## src/rtl/instruction_fetch_pkg.sv

```systemverilog
// Shared IF-stage definitions: reset/bubble constants and the IF/ID entry layout.
package instruction_fetch_pkg;

    localparam logic [31:0] RESET_PC_DEFAULT  = 32'h0000_0000;
    localparam logic [31:0] NOP_INSTR_DEFAULT = 32'h0000_0013;
    localparam int          IFID_W            = 64;

    typedef struct packed {
        logic [IFID_W/2-1:0] pc;
        logic [IFID_W/2-1:0] instr;
    } ifid_t;

    function automatic logic [31:0] word_align(input logic [31:0] addr);
        return addr & ~32'h3;
    endfunction

endpackage

```

## src/rtl/instruction_fetch_fifo.sv

```systemverilog
// Prefetch FIFO holding {pc, instr} entries; head is visible combinationally.
// Latency: one cycle from push to head; clear wins over push/pop; overflow is asserted, never absorbed.
module instruction_fetch_fifo
    import instruction_fetch_pkg::*;
#(
    parameter int DEPTH = 2
) (
    input  logic                     clk,
    input  logic                     reset,
    input  logic                     push,
    input  ifid_t                    push_data,
    input  logic                     pop,
    input  logic                     clear,
    output ifid_t                    head,
    output logic [$clog2(DEPTH):0]   count
);

    localparam int AW = $clog2(DEPTH);
    localparam int CW = AW + 1;

    ifid_t          mem [DEPTH];
    logic [AW-1:0]  wr_ptr;
    logic [AW-1:0]  rd_ptr;

    always_ff @(posedge clk) begin
        if (reset || clear) begin
            wr_ptr <= '0;
            rd_ptr <= '0;
            count  <= '0;
        end else begin
            if (push) wr_ptr <= wr_ptr + 1'b1;
            if (pop)  rd_ptr <= rd_ptr + 1'b1;
            case ({push, pop})
                2'b10:   count <= count + 1'b1;
                2'b01:   count <= count - 1'b1;
                default: count <= count;
            endcase
        end
    end

    always_ff @(posedge clk) begin
        if (push && !clear) mem[wr_ptr] <= push_data;
    end

    // Request gating upstream reserves a slot before issuing, so this can never fire.
    always_ff @(posedge clk) begin
        if (!reset && !clear && push && !pop) begin
            assert (count < CW'(DEPTH));
        end
    end

    assign head = mem[rd_ptr];

endmodule

```

## src/rtl/instruction_fetch.sv

```systemverilog
// RV32I IF stage: owns fetch PC, one outstanding imem request, prefetch FIFO, IF/ID registers.
// Latency: first valid instruction 3 cycles after reset release with zero-wait memory, then 1/cycle.
// Backpressure: stall holds IF/ID and stops requests once FIFO + in-flight fill it; IF_PERF_COUNTERS_EN adds counters.
module instruction_fetch
    import instruction_fetch_pkg::*;
#(
    parameter logic [31:0] RESET_PC   = RESET_PC_DEFAULT,
    parameter int          FIFO_DEPTH = 2,
    parameter logic [31:0] NOP_INSTR  = NOP_INSTR_DEFAULT
) (
    input  logic        clk,
    input  logic        reset,
    input  logic        if_stall_i,
    input  logic        if_flush_i,
    input  logic        redirect_i,
    input  logic [31:0] redirect_pc_i,
    output logic        imem_req_o,
    output logic [31:0] imem_addr_o,
    input  logic        imem_gnt_i,
    input  logic        imem_rvalid_i,
    input  logic [31:0] imem_rdata_i,
    output logic [31:0] PIP_instr_o,
    output logic [31:0] PIP_pc_o,
    output logic        PIP_valid_o
`ifdef IF_PERF_COUNTERS_EN
    ,
    output logic [31:0] perf_fetched_o,
    output logic [31:0] perf_bubbles_o
`endif
);

    localparam int CW = $clog2(FIFO_DEPTH) + 1;

    logic [31:0]   fetch_pc;
    logic [31:0]   pending_pc;
    logic          outstanding;
    logic          drop;
    logic [CW-1:0] fifo_count;
    ifid_t         fifo_head;
    ifid_t         push_entry;
    logic          pop;
    logic          push;
    logic          grant;
    logic          bubble;

    assign pop  = !if_stall_i && !if_flush_i && !redirect_i && (fifo_count != '0);
    assign push = imem_rvalid_i && !drop && !redirect_i;

    // Count the in-flight word against FIFO space so a response always has a slot.
    assign imem_req_o = !reset && !redirect_i && (!outstanding || imem_rvalid_i) &&
                        ((32'(fifo_count) + 32'(outstanding) - 32'(pop)) < 32'(FIFO_DEPTH));
    assign imem_addr_o = fetch_pc;
    assign grant       = imem_req_o && imem_gnt_i;
    assign push_entry  = '{pc: pending_pc, instr: imem_rdata_i};

    always_ff @(posedge clk) begin
        if (reset) begin
            fetch_pc    <= word_align(RESET_PC);
            pending_pc  <= '0;
            outstanding <= 1'b0;
            drop        <= 1'b0;
        end else begin
            if (grant) begin
                outstanding <= 1'b1;
                fetch_pc    <= fetch_pc + 32'd4;
                pending_pc  <= fetch_pc;
            end else if (imem_rvalid_i) begin
                outstanding <= 1'b0;
            end

            if (redirect_i) fetch_pc <= word_align(redirect_pc_i);

            if (imem_rvalid_i)                  drop <= 1'b0;
            else if (redirect_i && outstanding) drop <= 1'b1;
        end
    end

    instruction_fetch_fifo #(
        .DEPTH (FIFO_DEPTH)
    ) u_fifo (
        .clk       (clk),
        .reset     (reset),
        .push      (push),
        .push_data (push_entry),
        .pop       (pop),
        .clear     (redirect_i),
        .head      (fifo_head),
        .count     (fifo_count)
    );

    assign bubble = if_flush_i || redirect_i || (!if_stall_i && !pop);

    always_ff @(posedge clk) begin
        if (reset) begin
            PIP_instr_o <= NOP_INSTR;
            PIP_pc_o    <= '0;
            PIP_valid_o <= 1'b0;
        end else if (if_flush_i || redirect_i) begin
            PIP_instr_o <= NOP_INSTR;
            PIP_pc_o    <= '0;
            PIP_valid_o <= 1'b0;
        end else if (if_stall_i) begin
            PIP_instr_o <= PIP_instr_o;
            PIP_pc_o    <= PIP_pc_o;
            PIP_valid_o <= PIP_valid_o;
        end else if (pop) begin
            PIP_instr_o <= fifo_head.instr;
            PIP_pc_o    <= fifo_head.pc;
            PIP_valid_o <= 1'b1;
        end else begin
            PIP_instr_o <= NOP_INSTR;
            PIP_pc_o    <= '0;
            PIP_valid_o <= 1'b0;
        end
    end

`ifdef IF_PERF_COUNTERS_EN
    always_ff @(posedge clk) begin
        if (reset) begin
            perf_fetched_o <= '0;
            perf_bubbles_o <= '0;
        end else begin
            perf_fetched_o <= perf_fetched_o + 32'(push);
            perf_bubbles_o <= perf_bubbles_o + 32'(bubble);
        end
    end
`endif

endmodule

```

## config.mk

```make
export PLATFORM = sky130hd
export DESIGN_NAME = instruction_fetch
export DESIGN_NICKNAME = d
export VERILOG_FILES = /design/src/rtl/instruction_fetch_pkg.sv /design/src/rtl/instruction_fetch_fifo.sv /design/src/rtl/instruction_fetch.sv
export SDC_FILE = /design/constraint.sdc
export NUM_CORES = 1
export LEC_CHECK = 0
export CORE_MARGIN = 1
export CORE_UTILIZATION = 53
export DETAILED_ROUTE_END_ITERATION = 7
export GPL_TIMING_DRIVEN = 1
export PLACE_DENSITY = 0.81
export SLEW_MARGIN = 20
export SYNTH_ARGS = -nofsm -noshare
export SYNTH_HDL_FRONTEND = slang
export SYNTH_SLANG_ARGS = --single-unit
```

## constraint.sdc

```tcl
create_clock -name clk -period 7.6 [get_ports clk]
set_clock_uncertainty 0.1 [all_clocks]
set_input_delay 2.28 -clock clk [delete_from_list [all_inputs] [get_ports clk]]
set_output_delay 2.28 -clock clk [all_outputs]
set_load 0.02 [all_outputs]
```

* Word level (Yosys, flattened, before mapping)
Memories as Yosys holds them, arrays and structs flattened. A register that Yosys moved wholly into a read port is not among the register bits.
Index checks and enable logic that the tools add are counted.
** Operators by class
- Add/subtract/negate cells :: 7
- Magnitude comparators :: 1
- Equal/unequal tests :: 2
- Mux-type cells :: 12
- Reductions and logical operators :: 27
** Operators by type and width (number)
- $mux W32 :: 4
- $add A32 B3 Y32 const B :: 1
- $lt A32 B2 Y1 const B :: 1
- $logic_and A1 B1 Y1 :: 11
- $reduce_bool A2 Y1 :: 4
- $mux W1 :: 7
- $logic_not A1 Y1 :: 6
- $reduce_or A2 Y1 :: 3
- $pmux W2 S2 :: 1
- $sub A3 B1 Y4 :: 1
- $add A2 B1 Y3 :: 1
- $logic_or A1 B1 Y1 :: 3
- $add A1 B1 Y1 const B :: 2
- $add A2 B1 Y2 const B :: 1
- $eq A2 B1 Y1 const B :: 1
- $eq A2 B2 Y1 const B :: 1
- $sub A2 B1 Y2 const B :: 1
** Storage, ports and cells
- Flip-flop bits (word level) :: 135
- Bits in writable memories :: 128
- Bits of input ports :: 71
- Output and inout bits :: 98
- Word-level logic and storage cells :: 61
- Memories :: 1
** Memories
- u_fifo.mem :: words 2, width 64, read ports 1, clocked after memory_dff 1, wr ports 1, RTL line instruction_fetch_fifo.sv:21 : ifid_t mem [DEPTH];

* Logic depth before layout (Yosys ltp)
- Word-level depth :: 10
- Mapped depth :: 14
- Gate-level depth less buffers :: 10

* Modules after synthesis
Synthesis repeated with hierarchy kept, for this count alone.
** Second synthesis, totals
- Cells, all modules :: 830
- Area, all modules :: 10035.9 um^2
** Modules (own cells, without submodules)
- instruction_fetch :: times used 1, cells each 611, area each 5233.8 um^2, sequential area each 2542.4 um^2
- instruction_fetch_fifo :: times used 1, cells each 219, area each 4802.1 um^2, sequential area each 3943.8 um^2

* Least setup slack after synthesis
Ideal clock, no wire load.
- Kind :: input port to output port
- Start :: input redirect_i
- End :: output imem_req_o
- Arrival time :: 5.004 ns
- Required time :: 5.220 ns
- Slack :: 0.216 ns
- Stages :: 9
- Path buffers :: 3
- Cell sequence :: buf_6 -> a2111oi_0 -> clkbuf_1 -> ha_1 -> and2b_1 -> fa_1 -> o22ai_1 -> clkbuf_1 -> nor4_1
** Between the ends
- Word-level cells in the longest chain between the ends :: 6
- Elaborated cells between the ends (all ways) :: 8
- Those cells by class :: add/sub: 1; order compare: 1; reduce/logical: 6
** RTL lines
- start, declared :: RTL line instruction_fetch.sv:15 : input logic redirect_i,
- $logic_not A1 Y1 :: RTL line instruction_fetch.sv:46 : assign pop = !if_stall_i && !if_flush_i && !redirect_i && (fifo_count != '0);
- $logic_and A1 B1 Y1 (2 in a row) :: RTL line instruction_fetch.sv:46
- net pop :: RTL line instruction_fetch.sv:41 : logic pop;
- $sub A3 B1 Y4 :: RTL line instruction_fetch.sv:51 : ((32'(fifo_count) + 32'(outstanding) - 32'(pop)) < 32'(FIFO_DEPTH));
- $lt A32 B2 Y1 :: RTL line instruction_fetch.sv:51
- $logic_and A1 B1 Y1 :: RTL line instruction_fetch.sv:50 : assign imem_req_o = !reset && !redirect_i && (!outstanding || imem_rvalid_i) &&
- end, declared :: RTL line instruction_fetch.sv:17 : output logic imem_req_o,
The timed path passes the listed nets, and every way through them passes these cells.

* Final worst setup path
- Start :: input redirect_i
- End :: output imem_req_o
** Between the ends
- Word-level cells in the longest chain between the ends :: 6
- Elaborated cells between the ends (all ways) :: 8
- Those cells by class :: add/sub: 1; order compare: 1; reduce/logical: 6
** RTL lines (RTL line)
- $logic_not A1 Y1 (*) :: instruction_fetch.sv:46, instruction_fetch.sv:50
- $logic_and A1 B1 Y1 (2 in a row) :: instruction_fetch.sv:46
- $sub A3 B1 Y4 :: instruction_fetch.sv:51
- $lt A32 B2 Y1 :: instruction_fetch.sv:51
- $logic_and A1 B1 Y1 (*) :: instruction_fetch.sv:50
Every way passes the cells marked *; elsewhere a longest branch is shown, timed or not.

==> flow_metrics.env <==
export IMPL_irDropWorstVdd_uv=183
export IMPL_area_growth_pct=27.1
export IMPL_crit_start="redirect_i"
export IMPL_status="complete, no violations"
export IMPL_grt_usage=0.231
export IMPL_wl_met1_um=9590
export IMPL_die_area_sq_um=19000
export IMPL_antenna_found_initial=0
export IMPL_hold_buffers=0
export IMPL_arrival_ps=4790
export IMPL_grt_pass1_wl_um=34500
export IMPL_drv_slew=0
export IMPL_die_h_um=138
export IMPL_ys_warn_count=0
export IMPL_ff2ff_setup_slack_ps=3120
export IMPL_ys_flop_type="dfxtp_1"
export IMPL_synth_distinct_cells=57
export IMPL_synthCells=822
export IMPL_ios=169
export IMPL_synth_edff_count=124
export IMPL_leakagePower_uw=0.00409
export IMPL_grt_pass1_vias=6758
export IMPL_syn_avg_cell_area_sq_um=11.9
export IMPL_dpl_instance_area_sq_um=11600
export IMPL_synth_seq_cells=254
export IMPL_maxCapViolCount=0
export IMPL_insertion_delay_ps=510
export IMPL_vias=6986
export IMPL_gr_total_overflow=0
export IMPL_timing_rr_end="imem_addr_o[25]$_SDFFE_PP0P_"
export IMPL_post_cts_setup_buffer_count=0
export IMPL_hp_start="pending_pc[7]$_SDFFE_PP0P_"
export IMPL_place_gp_congestion=0.901
export IMPL_r2r_cells=11
export IMPL_min_period_ps=7170
export IMPL_numPortBuffers=162
export IMPL_routed_top_layer="met4"
export IMPL_max_freq_mhz=139
export IMPL_cts_tree="done"
export IMPL_setup_violations=0
export IMPL_drt_iter0_drc=494
export IMPL_clock_sinks=254
export IMPL_stdcell_area_sq_um=12400
export IMPL_setup_tns_ps=0
export IMPL_cts_htree_levels=1
export IMPL_wl_met2_um=10500
export IMPL_grt_max_degree=66
export IMPL_relSlewSlack=0.288
export IMPL_rsz0062_at_grt="no"
export IMPL_cp_start_kind="primary input"
export IMPL_start_util=0.543
export IMPL_drt_total_wl_um=22000
export IMPL_cts_resized=0
export IMPL_timing_rr_start="u_fifo.count[1]$_SDFFE_PP0P_"
export IMPL_postRouteAntennaNets=0
export IMPL_cts_buffers=25
export IMPL_path_class="primary input to output pin"
export IMPL_cp_required_ps=5220
export IMPL_core_area_sq_um=18000
export IMPL_route_met3_wl_um=1650
export IMPL_cp_depth=8
export IMPL_whs_ps=353
export IMPL_p_total_uw=2900
export IMPL_synthArstFlopShare=0
export IMPL_rows=49
export IMPL_die_w_um=138
export IMPL_ys_seq_area_frac=0.646
export IMPL_diodes=0
export IMPL_finalCritPeriodShare=0.943
export IMPL_finalHoldViolCount=0
export IMPL_hold_class="register to register"
export IMPL_cp_cell_sequence="clkdlybuf4s50_1 -> a2111oi_4 -> ha_1 -> and2b_1 -> fa_1 -> nor4_2 -> buf_4 -> dlymetal6s2s_1"
export IMPL_setup_worst_path_end="imem_req_o"
export IMPL_wire_per_inst_um=18.0
export IMPL_crit_buf_inv=3
export IMPL_fin_nets=1049
export IMPL_drc_errors=0
export IMPL_powerDensity_nw_per_um2=233
export IMPL_drt_pass1_iter_count=6
export IMPL_layout_drive_gt1_share=0.129
export IMPL_tightest_slew_ps=1070
export IMPL_crit_family="buffers and inverters"
export IMPL_cpMaxStageDelayCell="clkdlybuf4s50_1"
export IMPL_hpwl_um=13500
export IMPL_syn_area_sq_um=9790
export IMPL_crit_fanout=2
export IMPL_slowest_delay_ps=470
export IMPL_path_clk_slew_ps=60
export IMPL_cts_root_buffer="clkbuf_16"
export IMPL_vias_per_cell=5.73
export IMPL_max_clock_path_buffers=3
export IMPL_critPathCaptureType="output pin"
## how the worst min path moves through the flow
stage / slack, ps / end / cells after the start
final: 350 / u_fifo.mem[1][39]$_DFFE_PP_ / 0
after global routing: 370 / u_fifo.mem[0][57]$_DFFE_PP_ / 0
after CTS: 350 / u_fifo.mem[1][39]$_DFFE_PP_ / 0
after detailed placement: 340 / u_fifo.mem[0][47]$_DFFE_PP_ / 0
after global placement: 330 / u_fifo.mem[0][62]$_DFFE_PP_ / 0
after floorplan: 330 / u_fifo.mem[0][34]$_DFFE_PP_ / 0
## cells by family after synthesis
kind of cell             Yosys count  synth area share
adder cells (fa/ha/maj)            5           0.00716
other                              1          0.000383
AND/OR/NAND/NOR                  264             0.125
multiplexers                      64            0.0731
AO/OA/AOI/OAI                    155             0.107
buffers and inverters             65            0.0285
flip-flops                       254             0.646
XOR/XNOR                          14            0.0125
## registers in the layout, summed over array words and instances, names as in the netlist, named ones only
signal and flops:
u_fifo.mem 124, PIP_instr_o 32, PIP_pc_o 30, imem_addr_o 30, pending_pc 30, u_fifo.count 2
PIP_valid_o 1, drop 1, outstanding 1, u_fifo.rd_ptr 1, u_fifo.wr_ptr 1
## layout by cell type, fill, tap and decap left out, drive strengths merged, types with 3 or more instances in the layout
cell type / netlist / routed
nand2b: 4 / 4
nor2: 88 / 88
mux2: 60 / 60
and4: 6 / 6
clkbuf: 46 / 34
bufinv: 0 / 3
a21oi: 44 / 44
a311oi: 3 / 3
clkdlybuf4s50: 0 / 159
inv: 8 / 9
and2: 3 / 3
a22oi: 61 / 61
edfxtp: 124 / 124
nand2: 97 / 97
buf: 10 / 17
o31a: 3 / 3
or3: 5 / 5
nor3: 7 / 7
ha: 4 / 4
o21ai: 9 / 9
a31oi: 5 / 5
dfxtp: 130 / 130
a211oi: 10 / 10
or4: 5 / 5
nand4: 8 / 8
mux2i: 4 / 4
o211ai: 7 / 7
nand3: 14 / 14
conb: 1 / 4
xnor2: 12 / 12
nor4b: 4 / 4
nor4: 9 / 9
and3: 5 / 5
nand4b: 3 / 3
clkinv: 1 / 6
## through the flow
step                      setup slack, ps  std cells   util
final                                 430       1220  0.691
after global routing                  329       1220  0.691
after floorplan                       216        825      -
after CTS                            43.7       1220  0.689
after detailed placement             74.4       1175  0.643
after global placement               81.8       1175  0.643
## layer usage
| metal | GRT usage | vias up |
|---|---|---|
| met2 | 0.379 | 300 |
| met1 | 0.322 | 3342 |
| met5 | 0 | - |
| met3 | 0.0369 | 25 |
| li1 | - | 3319 |
| met4 | 0.0537 | 0 |
## power by group
| part | switching (uW) | internal, uW |
|---|---|---|
| clock | 487 | 747 |
| combinational | 92.5 | 80.2 |
| sequential | 26.2 | 1470 |
## Yosys cell counts, types with 3 or more instances
cell      number  area, sq um
and4_1         6         52.6
o211ai_1       7         52.6
dfxtp_1      130         2600
a21oi_1       44          220
ha_1           4         50.1
a211oi_1      10         75.1
or4_1          5         37.5
o31a_1         3         26.3
mux2i_1        4         40.0
a311oi_1       3         26.3
buf_4          5         37.5
clkbuf_1      46          173
nand2b_1       4         25.0
a31oi_1        5         31.3
nor4_1         9         56.3
nor3_1         7         35.0
nor4b_1        3         26.3
nand3_1       14         70.1
xnor2_1       12          105
or3_1          5         31.3
edfxtp_1     124         3720
inv_1          8         30.0
and3_1         5         31.3
nand4_1        8         50.1
nand2_1       96          360
mux2_2        60          676
nor2_1        88          330
o21ai_0        9         45.0
a22oi_1       61          458
nand4b_1       3         26.3
## cell type report
| type | count | area, sq um |
|---|---|---|
| sequential | 254 | 6330 |
| fill | 1300 | 5580 |
| multi-input combinational | 506 | 3240 |
| timing repair buffer | 177 | 1730 |
| clock buffer | 34 | 699 |
| tap | 229 | 287 |
| clock inverter | 11 | 138 |
| inverter | 9 | 33.8 |
No activity file was read; power rests on OpenSTA's default activity.
